[config.mk]
export PLATFORM = sky130hd
export DESIGN_NAME = wta_round_ctrl_flat
export DESIGN_NICKNAME = d
export VERILOG_FILES = /design/src/rtl/wta_round_ctrl_if.sv /design/src/rtl/wta_round_ctrl.sv /design/src/flat_wrapper.sv
export SDC_FILE = /design/constraint.sdc
export NUM_CORES = 1
export LEC_CHECK = 0
export BUFFER_PORTS_ARGS = -buffer_cell sky130_fd_sc_hd__buf_2
export CORE_MARGIN = 8
export CORE_UTILIZATION = 45
export DETAILED_ROUTE_END_ITERATION = 8
export GPL_TIMING_DRIVEN = 0
export PLACE_DENSITY_LB_ADDON = 0.08
export SLEW_MARGIN = 20
export SYNTH_ARGS = -nofsm -noshare
export SYNTH_HDL_FRONTEND = slang
export SYNTH_SLANG_ARGS = --single-unit
[constraint.sdc]
create_clock -name clk -period 8.8 [get_ports clk]
set_input_delay 0.88 -clock clk [delete_from_list [all_inputs] [get_ports clk]]
set_output_delay 0.88 -clock clk [all_outputs]
set_load 0.02 [all_outputs]
[src/rtl/wta_round_ctrl_if.sv]
// Handshake bundle between the SPI-side sequencer and the WTA round controller.
// Signal names keep their direction prefixes as seen from the controller.
interface wta_round_ctrl_if #(
    parameter int unsigned N_CH  = 8,
    parameter int unsigned IDX_W = 3,
    parameter int unsigned TMO_W = 12
);
    logic                    i_start;
    logic                    i_abort;
    logic [IDX_W-1:0]        i_k;
    logic [TMO_W-1:0]        i_timeout;
    logic [N_CH-1:0]         i_fall;

    logic                    o_pwm_tri;
    logic                    o_busy;
    logic                    o_done;
    logic                    o_timeout;
    logic [N_CH-1:0]         o_win_mask;
    logic [IDX_W:0]          o_count;
    logic [N_CH*IDX_W-1:0]   o_order;
    logic [IDX_W-1:0]        o_first;
    logic [TMO_W-1:0]        o_elapsed;

    modport master (
        output i_start, i_abort, i_k, i_timeout, i_fall,
        input  o_pwm_tri, o_busy, o_done, o_timeout, o_win_mask, o_count, o_order, o_first,
               o_elapsed
    );

    modport slave (
        input  i_start, i_abort, i_k, i_timeout, i_fall,
        output o_pwm_tri, o_busy, o_done, o_timeout, o_win_mask, o_count, o_order, o_first,
               o_elapsed
    );
endinterface

[src/rtl/wta_round_ctrl.sv]
// Winner-take-all / k-NN round sequencer: triggers the PWM generators, then ranks
// channels by first falling edge until K winners, all channels, or timeout.
module wta_round_ctrl #(
    parameter int unsigned N_CH  = 8,
    parameter int unsigned IDX_W = 3,
    parameter int unsigned TMO_W = 12
) (
    input logic             clk,
    input logic             rst,
    wta_round_ctrl_if.slave bus
);

    typedef enum logic [1:0] {StIdle, StTrig, StRun, StDone} state_e;

    state_e                  state_q, state_d;
    logic [N_CH-1:0]         mask_q, mask_d;
    logic [IDX_W:0]          count_q, count_d;
    logic [IDX_W:0]          k_eff_q, k_eff_d;
    logic [N_CH*IDX_W-1:0]   order_q, order_d;
    logic [TMO_W-1:0]        timer_q, timer_d;
    logic [TMO_W-1:0]        tmo_q, tmo_d;
    logic [TMO_W-1:0]        elapsed_q, elapsed_d;
    logic                    tmo_flag_q, tmo_flag_d;

    logic [N_CH-1:0]         fall_new;
    logic [IDX_W-1:0]        slot_idx;
    logic [TMO_W-1:0]        timer_inc;
    logic                    cnt_hit;
    logic                    all_hit;
    logic                    tmo_hit;

    always_comb begin
        state_d    = state_q;
        mask_d     = mask_q;
        count_d    = count_q;
        k_eff_d    = k_eff_q;
        order_d    = order_q;
        timer_d    = timer_q;
        tmo_d      = tmo_q;
        elapsed_d  = elapsed_q;
        tmo_flag_d = tmo_flag_q;
        fall_new   = '0;
        slot_idx   = count_q[IDX_W-1:0];
        timer_inc  = timer_q + TMO_W'(1);
        cnt_hit    = 1'b0;
        all_hit    = 1'b0;
        tmo_hit    = 1'b0;

        if (bus.i_abort) begin
            // Partial results stay visible; only the sequencing is dropped.
            state_d = StIdle;
        end else begin
            unique case (state_q)
                StIdle: begin
                    if (bus.i_start) begin
                        state_d    = StTrig;
                        mask_d     = '0;
                        count_d    = '0;
                        order_d    = '0;
                        elapsed_d  = '0;
                        tmo_flag_d = 1'b0;
                        k_eff_d    = (bus.i_k == '0) ? (IDX_W+1)'(N_CH) : {1'b0, bus.i_k};
                        tmo_d      = bus.i_timeout;
                    end
                end
                StTrig: begin
                    state_d = StRun;
                    timer_d = '0;
                end
                StRun: begin
                    fall_new = bus.i_fall & ~mask_q;
                    // Same-cycle ties take consecutive slots, lowest channel first.
                    for (int i = 0; i < N_CH; i++) begin
                        if (fall_new[i]) begin
                            order_d[slot_idx*IDX_W +: IDX_W] = IDX_W'(i);
                            slot_idx = slot_idx + IDX_W'(1);
                            count_d  = count_d + (IDX_W+1)'(1);
                        end
                    end
                    mask_d  = mask_q | fall_new;
                    timer_d = (&timer_q) ? timer_q : timer_inc;

                    cnt_hit = (count_d >= k_eff_q);
                    all_hit = &mask_d;
                    tmo_hit = (tmo_q != '0) && (timer_inc == tmo_q);

                    if (cnt_hit || all_hit || tmo_hit) begin
                        state_d    = StDone;
                        elapsed_d  = timer_d;
                        tmo_flag_d = tmo_hit && !cnt_hit && !all_hit;
                    end
                end
                StDone: begin
                    state_d = StIdle;
                end
                default: begin
                    state_d = StIdle;
                end
            endcase
        end
    end

    always_ff @(posedge clk) begin
        if (rst) begin
            state_q    <= StIdle;
            mask_q     <= '0;
            count_q    <= '0;
            k_eff_q    <= '0;
            order_q    <= '0;
            timer_q    <= '0;
            tmo_q      <= '0;
            elapsed_q  <= '0;
            tmo_flag_q <= 1'b0;
        end else begin
            state_q    <= state_d;
            mask_q     <= mask_d;
            count_q    <= count_d;
            k_eff_q    <= k_eff_d;
            order_q    <= order_d;
            timer_q    <= timer_d;
            tmo_q      <= tmo_d;
            elapsed_q  <= elapsed_d;
            tmo_flag_q <= tmo_flag_d;
        end
    end

    // Control outputs decode straight from the state register, so they are glitch-free.
    assign bus.o_pwm_tri  = (state_q == StTrig);
    assign bus.o_busy     = (state_q == StTrig) || (state_q == StRun);
    assign bus.o_done     = (state_q == StDone);
    assign bus.o_timeout  = tmo_flag_q;
    assign bus.o_win_mask = mask_q;
    assign bus.o_count    = count_q;
    assign bus.o_order    = order_q;
    assign bus.o_first    = order_q[IDX_W-1:0];
    assign bus.o_elapsed  = elapsed_q;

endmodule

[src/flat_wrapper.sv]
// flat-port wrapper written by rule: the top's interface ports become plain ports
module wta_round_ctrl_flat 
#(
    parameter int unsigned N_CH  = 8,
    parameter int unsigned IDX_W = 3,
    parameter int unsigned TMO_W = 12
)
  (clk, rst, bus_i_start, bus_i_abort, bus_i_k, bus_i_timeout, bus_i_fall, bus_o_pwm_tri, bus_o_busy, bus_o_done, bus_o_timeout, bus_o_win_mask, bus_o_count, bus_o_order, bus_o_first, bus_o_elapsed);
  wta_round_ctrl_if #(.N_CH(N_CH), .IDX_W(IDX_W), .TMO_W(TMO_W)) bus_i ();
  input logic clk;
  input logic rst;
  input wire logic [$bits(bus_i.i_start)-1:0] bus_i_start;
  input wire logic [$bits(bus_i.i_abort)-1:0] bus_i_abort;
  input wire logic [$bits(bus_i.i_k)-1:0] bus_i_k;
  input wire logic [$bits(bus_i.i_timeout)-1:0] bus_i_timeout;
  input wire logic [$bits(bus_i.i_fall)-1:0] bus_i_fall;
  output wire logic [$bits(bus_i.o_pwm_tri)-1:0] bus_o_pwm_tri;
  output wire logic [$bits(bus_i.o_busy)-1:0] bus_o_busy;
  output wire logic [$bits(bus_i.o_done)-1:0] bus_o_done;
  output wire logic [$bits(bus_i.o_timeout)-1:0] bus_o_timeout;
  output wire logic [$bits(bus_i.o_win_mask)-1:0] bus_o_win_mask;
  output wire logic [$bits(bus_i.o_count)-1:0] bus_o_count;
  output wire logic [$bits(bus_i.o_order)-1:0] bus_o_order;
  output wire logic [$bits(bus_i.o_first)-1:0] bus_o_first;
  output wire logic [$bits(bus_i.o_elapsed)-1:0] bus_o_elapsed;
  assign bus_i.i_start = bus_i_start;
  assign bus_i.i_abort = bus_i_abort;
  assign bus_i.i_k = bus_i_k;
  assign bus_i.i_timeout = bus_i_timeout;
  assign bus_i.i_fall = bus_i_fall;
  assign bus_o_pwm_tri = bus_i.o_pwm_tri;
  assign bus_o_busy = bus_i.o_busy;
  assign bus_o_done = bus_i.o_done;
  assign bus_o_timeout = bus_i.o_timeout;
  assign bus_o_win_mask = bus_i.o_win_mask;
  assign bus_o_count = bus_i.o_count;
  assign bus_o_order = bus_i.o_order;
  assign bus_o_first = bus_i.o_first;
  assign bus_o_elapsed = bus_i.o_elapsed;
  wta_round_ctrl #(.N_CH(N_CH), .IDX_W(IDX_W), .TMO_W(TMO_W)) u_core (.clk(clk), .rst(rst), .bus(bus_i));
endmodule
==> results.json, run 1 <==
{
  "run_status": "complete, no violations",
  "p_clk_share_pct": 33.8,
  "synth_top_area_share_pct": 25.8,
  "core_area_um2": 13200,
  "endpoint_kind": "register",
  "dr_wl_met2_um": 10500,
  "setup.worst_path.end": "u_core.bus.o_elapsed[5]$_SDFFE_PP0P_",
  "power_mw": 1.21,
  "rows": 42,
  "cts_max_path_buffers": 2,
  "synthTopCellsByArea": "dfxtp_1, ha_1, nand2_1, a21oi_1, nor2_1",
  "drt-total-wl_um": 21000,
  "cts_max_level": 3,
  "dr_wl_met3_um": 1160,
  "fmax_mhz": 119,
  "gr-usage-all-layers_pct": 23.4,
  "timing.rr.start": "u_core.bus.o_count[0]$_SDFFE_PP0P_",
  "cellPowerDensity_nw_per_um2": 167,
  "ys_seq_area_share_pct": 25.8,
  "grt_overflow_total": 0,
  "worst_r2r_endpoint": "u_core.bus.o_elapsed[5]$_SDFFE_PP0P_",
  "timing_hold_violations_final": 0,
  "placedInstanceArea_um2": 6750,
  "reg2regPathDepth": 40,
  "syn_inst": 800,
  "cts_made_buffers": 9,
  "start_kind": "register",
  "grt_pass1_wl_um": 32700,
  "grt_max_degree": 16,
  "setup_violations": 0,
  "ys_dominant_reg_cell": "dfxtp_1",
  "p_switching_mw": 0.454,
  "cts_sinks": 79,
  "critPathSlowestCell": "or3_1",
  "routed.top_layer": "met4",
  "period_needed_ps": 8370,
  "synth-seq-cells": 79,
  "comb_power_share_pct": 36.0,
  "drc": 0,
  "utilization_pct": 54.8,
  "cts_tree": "yes",
  "die-height_um": 133,
  "slew_headroom_pct": 47.2,
  "vdd_drop_max_uv": 97.9,
  "syn_to_final_growth_pct": 18.4,
  "vias_per_cell": 5.75,
  "antenna_cells": 0,
  "worstPathRequired_ps": 9020,
  "synth_area_leader_cell": "dfxtp_1",
  "start_util_pct": 46.2,
  "synth_edf_count": 0,
  "drt-met1-wl_um": 8490,
  "drt_iter0_drc": 448,
  "grt_pass1_vias": 6072,
  "postLayoutCellArea_um2": 7250,
  "clkTransAtPathRegs_ps": 70,
  "io_buffers": 80,
  "leakage_nw": 3.03,
  "ant_nets": 0,
  "finalNetCount": 966,
  "yosys_warnings": 0,
  "p_sw_share_pct": 37.5,
  "arrival_ps": 8590,
  "dp_hpwl_um": 16600,
  "drive_gt1_share_pct": 16.6,
  "worst_pin_slew_ps": 788,
  "syn-num-nets": 864,
  "cell_internal_pwr_mw": 0.756,
  "regToRegSetupSlack_ps": 430,
  "antenna_found_initial": 0,
  "routedWlPerCell_um": 19.4,
  "ios": 82,
  "first_pass_iters": 6,
  "vias": 6226,
  "gp_congestion": 0.995,
  "hold_depth": 2,
  "seq_power_share_pct": 30.3,
  "multi_input_area_um2": 4310,
  "startpoint": "u_core.bus.o_count[0]$_SDFFE_PP0P_",
  "yosysUniqueCellTypes": 71,
  "avgSynthCellArea_um2": 7.65,
  "seq_area_um2": 1580,
  "crit_fanout": 10,
  "die_x_um": 133,
  "drv_slew": 0,
  "cts_hold_buf": 0,
  "slowest_delay_ps": 420,
  "clock_latency_ps": 350,
  "hold_path.class": "reg2reg",
  "async_flop_share_pct": 0,
  "finClkSkew_ps": 12.2,
  "die_area_um2": 17600,
  "critical_path_class": "reg2reg",
  "maxCapViolCount": 0,
  "cpMostUsedCell": "ha_1",
  "netlist_area_um2": 6120,
  "post-route-period-util_pct": 95.1,
  "n_fill_cell": 1315,
  "clockRootBuffer": "clkbuf_16"
}
-- flip-flops by register name, indices dropped and copies added, names as in the netlist --
signal and cells:
u_core.bus.o_win_mask 8, u_core.bus.o_elapsed 12, u_core.state_q 2, u_core.k_eff_q 4, u_core.timer_q 12, u_core.bus.o_timeout 1, u_core.bus.o_order 24, u_core.tmo_q 12
u_core.bus.o_count 4
-- final cells by class --
class / count / share of cell area, %
Buffer: 47 / 2.97
Clock buffer: 10 / 3.30
Clock inverter: 6 / 1.00
Inverter: 31 / 1.71
Multi-Input combinational cell: 643 / 59.5
Sequential cell: 79 / 21.8
Tap cell: 176 / 3.04
Timing Repair Buffer: 91 / 6.66
-- worst min-delay path by stage --
stage                                         startpoint                              endpoint  slack, ps
floorplan                 u_core.k_eff_q[1]$_SDFFE_PP0P_        u_core.k_eff_q[1]$_SDFFE_PP0P_        440
global placement     u_core.bus.o_order[10]$_SDFFE_PP0P_   u_core.bus.o_order[10]$_SDFFE_PP0P_        440
detailed placement  u_core.bus.o_elapsed[0]$_SDFFE_PP0P_  u_core.bus.o_elapsed[0]$_SDFFE_PP0P_        440
CTS                 u_core.bus.o_elapsed[0]$_SDFFE_PP0P_  u_core.bus.o_elapsed[0]$_SDFFE_PP0P_        450
global route        u_core.bus.o_elapsed[0]$_SDFFE_PP0P_  u_core.bus.o_elapsed[0]$_SDFFE_PP0P_        470
finish              u_core.bus.o_elapsed[0]$_SDFFE_PP0P_  u_core.bus.o_elapsed[0]$_SDFFE_PP0P_        450
-- routing by layer --
layer	up-vias	GRT usage [%]
met5	-	0
met4	0	11.6
met3	41	4.09
met2	220	41.7
met1	2922	26.4
li1	3043	-
-- cell usage after synthesis, drive strengths merged (7+ instances only) --
cell type and count:
nand3b 7, nor4 10, inv 31, or2 7
nand2 104, a21oi 69, nor2 76, nor3 23
mux2i 18, nor2b 20, xnor2 33, nand2b 15
a211o 7, dfxtp 79, a31oi 9, ha 37
buf 11, nand3 52, xnor3 10, a22oi 10
xor2 14, clkbuf 36, o21ai 37
-- power groups by stage --
| stage | sequential, mW | clock, mW | combinational (mW) |
|---|---|---|---|
| after floorplan | 0.374 | 0 | 0.297 |
| after detailed placement | 0.375 | 0 | 0.399 |
| after CTS | 0.367 | 0.413 | 0.413 |
| after global placement | 0.375 | 0 | 0.395 |
| final | 0.367 | 0.409 | 0.435 |
| after global routing | 0.367 | 0.427 | 0.475 |
-- cells by family (layout without fill, tap and decap cells) --
group	Yosys count	count (layout)	share of synthesized area, %
and+or+nand+nor	339	339	26.5
AOI/OAI and AO/OA	188	188	19.7
DFF	79	79	25.8
buffers and inverters	78	185	5.15
xor gates and xnor gates	58	58	11.8
adders and majority gates	37	37	7.56
muxes	21	21	3.49
-- cells in the final DEF (no fill, tap or decap), drive strengths merged, types with 37 or more instances in the layout --
cell	n
a21oi	69
buf	103
clkbuf	45
dfxtp	79
ha	37
nand2	104
nand3	52
nor2	76
o21ai	37
-- timing repair --
action                     4_1_cts  5_1_grt
buffers inserted                 2        8
gates cloned                     0        1
setup endpoints to repair       15       15
pin swaps                        1        4
resized for setup                8       19
-- critical path, delay by kind of cell (launching register included) --
kind,cells,cell delay [ps]
fa+ha+maj,8,2560
simple gates,13,2050
compound gates,10,1760
buf+inv,7,1010
mux,2,480
flops,1,400
-- per-stage QoR --
step           worst slack, ps  hold slack (ps)  TNS [ps]  instances
6_report                   429              449         0       1083
4_1_cts                   19.5              453         0       1074
3_5_place_dp              -864              444     -9900       1056
5_1_grt                  -11.7              475     -13.4       1083
2_1_floorplan              594              436         0        800
3_3_place_gp              -815              443     -9340       1056
No activity file was read; power rests on OpenSTA's default activity.
==> run 2: changes to the inputs <==
ABC_CLOCK_PERIOD_IN_PS = 8800   (was default)
PLACE_DENSITY_LB_ADDON = 0.15   (was 0.08)
SLEW_MARGIN = default   (was 20)
==> run 2 against run 1 <==
Net effect:
- sequential share of layout area up 0.45 points
- clock skew is 5.1 ps lower
- hold slack better by 1.4 ps
- global-route usage shrank 1.8 points
- highest routed layer unchanged
==> results.json, run 2 (synthesis gave the netlist of run 1 again) <==
{
  "run_status": "complete, no violations",
  "critPathSlowestCell": "or3_1",
  "slew_headroom_pct": 7.68,
  "cts_tree": "yes",
  "vias": 6073,
  "first_pass_iters": 5,
  "timing_hold_violations_final": 0,
  "comb_power_share_pct": 37.5,
  "p_switching_mw": 0.417,
  "drv_slew": 0,
  "worst_pin_slew_ps": 1370,
  "maxCapViolCount": 0,
  "grtUsageMet1_pct": 29.5,
  "cts_max_level": 3,
  "critical_path_class": "reg2reg",
  "utilization_pct": 53.6,
  "whs_ps": 451,
  "cts_max_path_buffers": 2,
  "power_mw": 1.12,
  "final_cell_mix": "nand2_1, buf_2, dfxtp_1, nor2_1, a21oi_1",
  "cell_internal_pwr_mw": 0.700,
  "period_needed_ps": 8430,
  "cts_made_buffers": 9,
  "ant_nets": 0,
  "syn_to_final_growth_pct": 16.0,
  "vias_per_cell": 5.67,
  "start_util_pct": 46.2,
  "dp_slack_ps": -478,
  "drt-total-wl_um": 19500,
  "cellPowerDensity_nw_per_um2": 157,
  "worstPathRequired_ps": 9020,
  "postLayoutCellArea_um2": 7100,
  "clockRootBuffer": "clkbuf_16",
  "finClkSkew_ps": 7.10,
  "gr-usage-all-layers_pct": 21.6,
  "vdd_drop_max_uv": 106,
  "gr-usage-met3_pct": 5.75,
  "drive_gt1_share_pct": 15.2,
  "slowest_delay_ps": 410,
  "placedInstanceArea_um2": 6740,
  "leakage_nw": 2.97,
  "fmax_mhz": 119,
  "finalNetCount": 958,
  "clkTransAtPathRegs_ps": 60,
  "drc": 0,
  "hold_path.class": "reg2reg",
  "rows": 42,
  "die_area_um2": 17600,
  "grt_pass1_vias": 5606,
  "dp.cells": 1056,
  "fin_cells": 1072,
  "largest_reg_flops": 24,
  "drt_iter0_drc": 631,
  "p_clk_share_pct": 29.7,
  "routedWlPerCell_um": 18.2,
  "antenna_cells": 0,
  "arrival_ps": 8660,
  "ios": 82,
  "p_sw_share_pct": 37.3,
  "clock_latency_ps": 350,
  "antenna_found_initial": 0,
  "grt.busiest_layer": "met2",
  "grt_pass1_wl_um": 30300,
  "setup_tns_ps": 0,
  "layout_setup_ws_ps": 365,
  "gp_congestion": 0.939,
  "setup_violations": 0,
  "grt_use_met2_pct": 31.5,
  "io_buffers": 80,
  "core_area_um2": 13200,
  "grt_overflow_total": 0,
  "start_kind": "register",
  "post-route-period-util_pct": 95.9,
  "seq_power_share_pct": 32.8,
  "endpoint_kind": "register",
  "grt_max_degree": 13,
  "crit_fanout": 10,
  "layout_commonest_cell": "nand2_1",
  "cts_sinks": 79,
  "die-height_um": 133,
  "die_x_um": 133,
  "cpMostUsedCell": "ha_1",
  "cts_hold_buf": 0,
  "dp_hpwl_um": 15500
}
## run 2: cell count changes in the layout (fill, tap and decap cells not counted), moves of 2 or more
cell        change
buf_4           -9
clkbuf_4        +2
clkinv_2        +2
clkinvlp_4      -2
inv_1           +2
inv_6           -4
## run 2: cell type report
class / count / area [um2]
well taps: 176 / 220
fillers: 1340 / 6140
clock buffers: 9 / 225
repair buffers: 83 / 423
multi-input cells: 643 / 4300
flip-flops and latches: 79 / 1580
clock inverters: 4 / 26.3
plain buffers: 47 / 211
inverters: 31 / 116
## run 2: worst paths after layout
path | slack, ps | depth (start not counted) | from | end
max | 370 | 40 | u_core.bus.o_count[0]$_SDFFE_PP0P_ | u_core.bus.o_elapsed[7]$_SDFFE_PP0P_
min | 450 | 2 | u_core.k_eff_q[1]$_SDFFE_PP0P_ | u_core.k_eff_q[1]$_SDFFE_PP0P_
max reg2reg | 370 | 40 | u_core.bus.o_count[0]$_SDFFE_PP0P_ | u_core.bus.o_elapsed[7]$_SDFFE_PP0P_
min reg2reg | 450 | 2 | u_core.k_eff_q[1]$_SDFFE_PP0P_ | u_core.k_eff_q[1]$_SDFFE_PP0P_
## run 2: power groups by stage
stage          clock network [mW]  logic (mW)  registers (mW)
6_report                    0.332       0.419           0.367
5_1_grt                     0.352       0.460           0.367
4_1_cts                     0.339       0.403           0.367
3_5_place_dp                    0       0.397           0.375
3_3_place_gp                    0       0.395           0.375
2_1_floorplan                   0       0.297           0.374
## run 2: layer usage
metal	vias up	share of wire, %	wire, um
li1	3014	-	-
met1	2827	46	8960
met2	202	43	8360
met3	30	8.5	1660
met4	0	2.6	501
met5	-	0	0
## run 2: critical path: cells and delay by family (launching register included)
family / cells / cell delay, ps
AOI/OAI and AO/OA: 10 / 1680
adders and majority gates: 8 / 2590
buffers and inverters: 7 / 1030
DFF: 1 / 370
muxes: 2 / 530
and+or+nand+nor: 13 / 2090
## run 2: timing repair
item / CTS / global route
setup endpoints to repair: 12 / 14
setup buffers: 0 / 3
gates cloned: 0 / 0
gates resized for setup: 6 / 13
pin swaps: 0 / 2
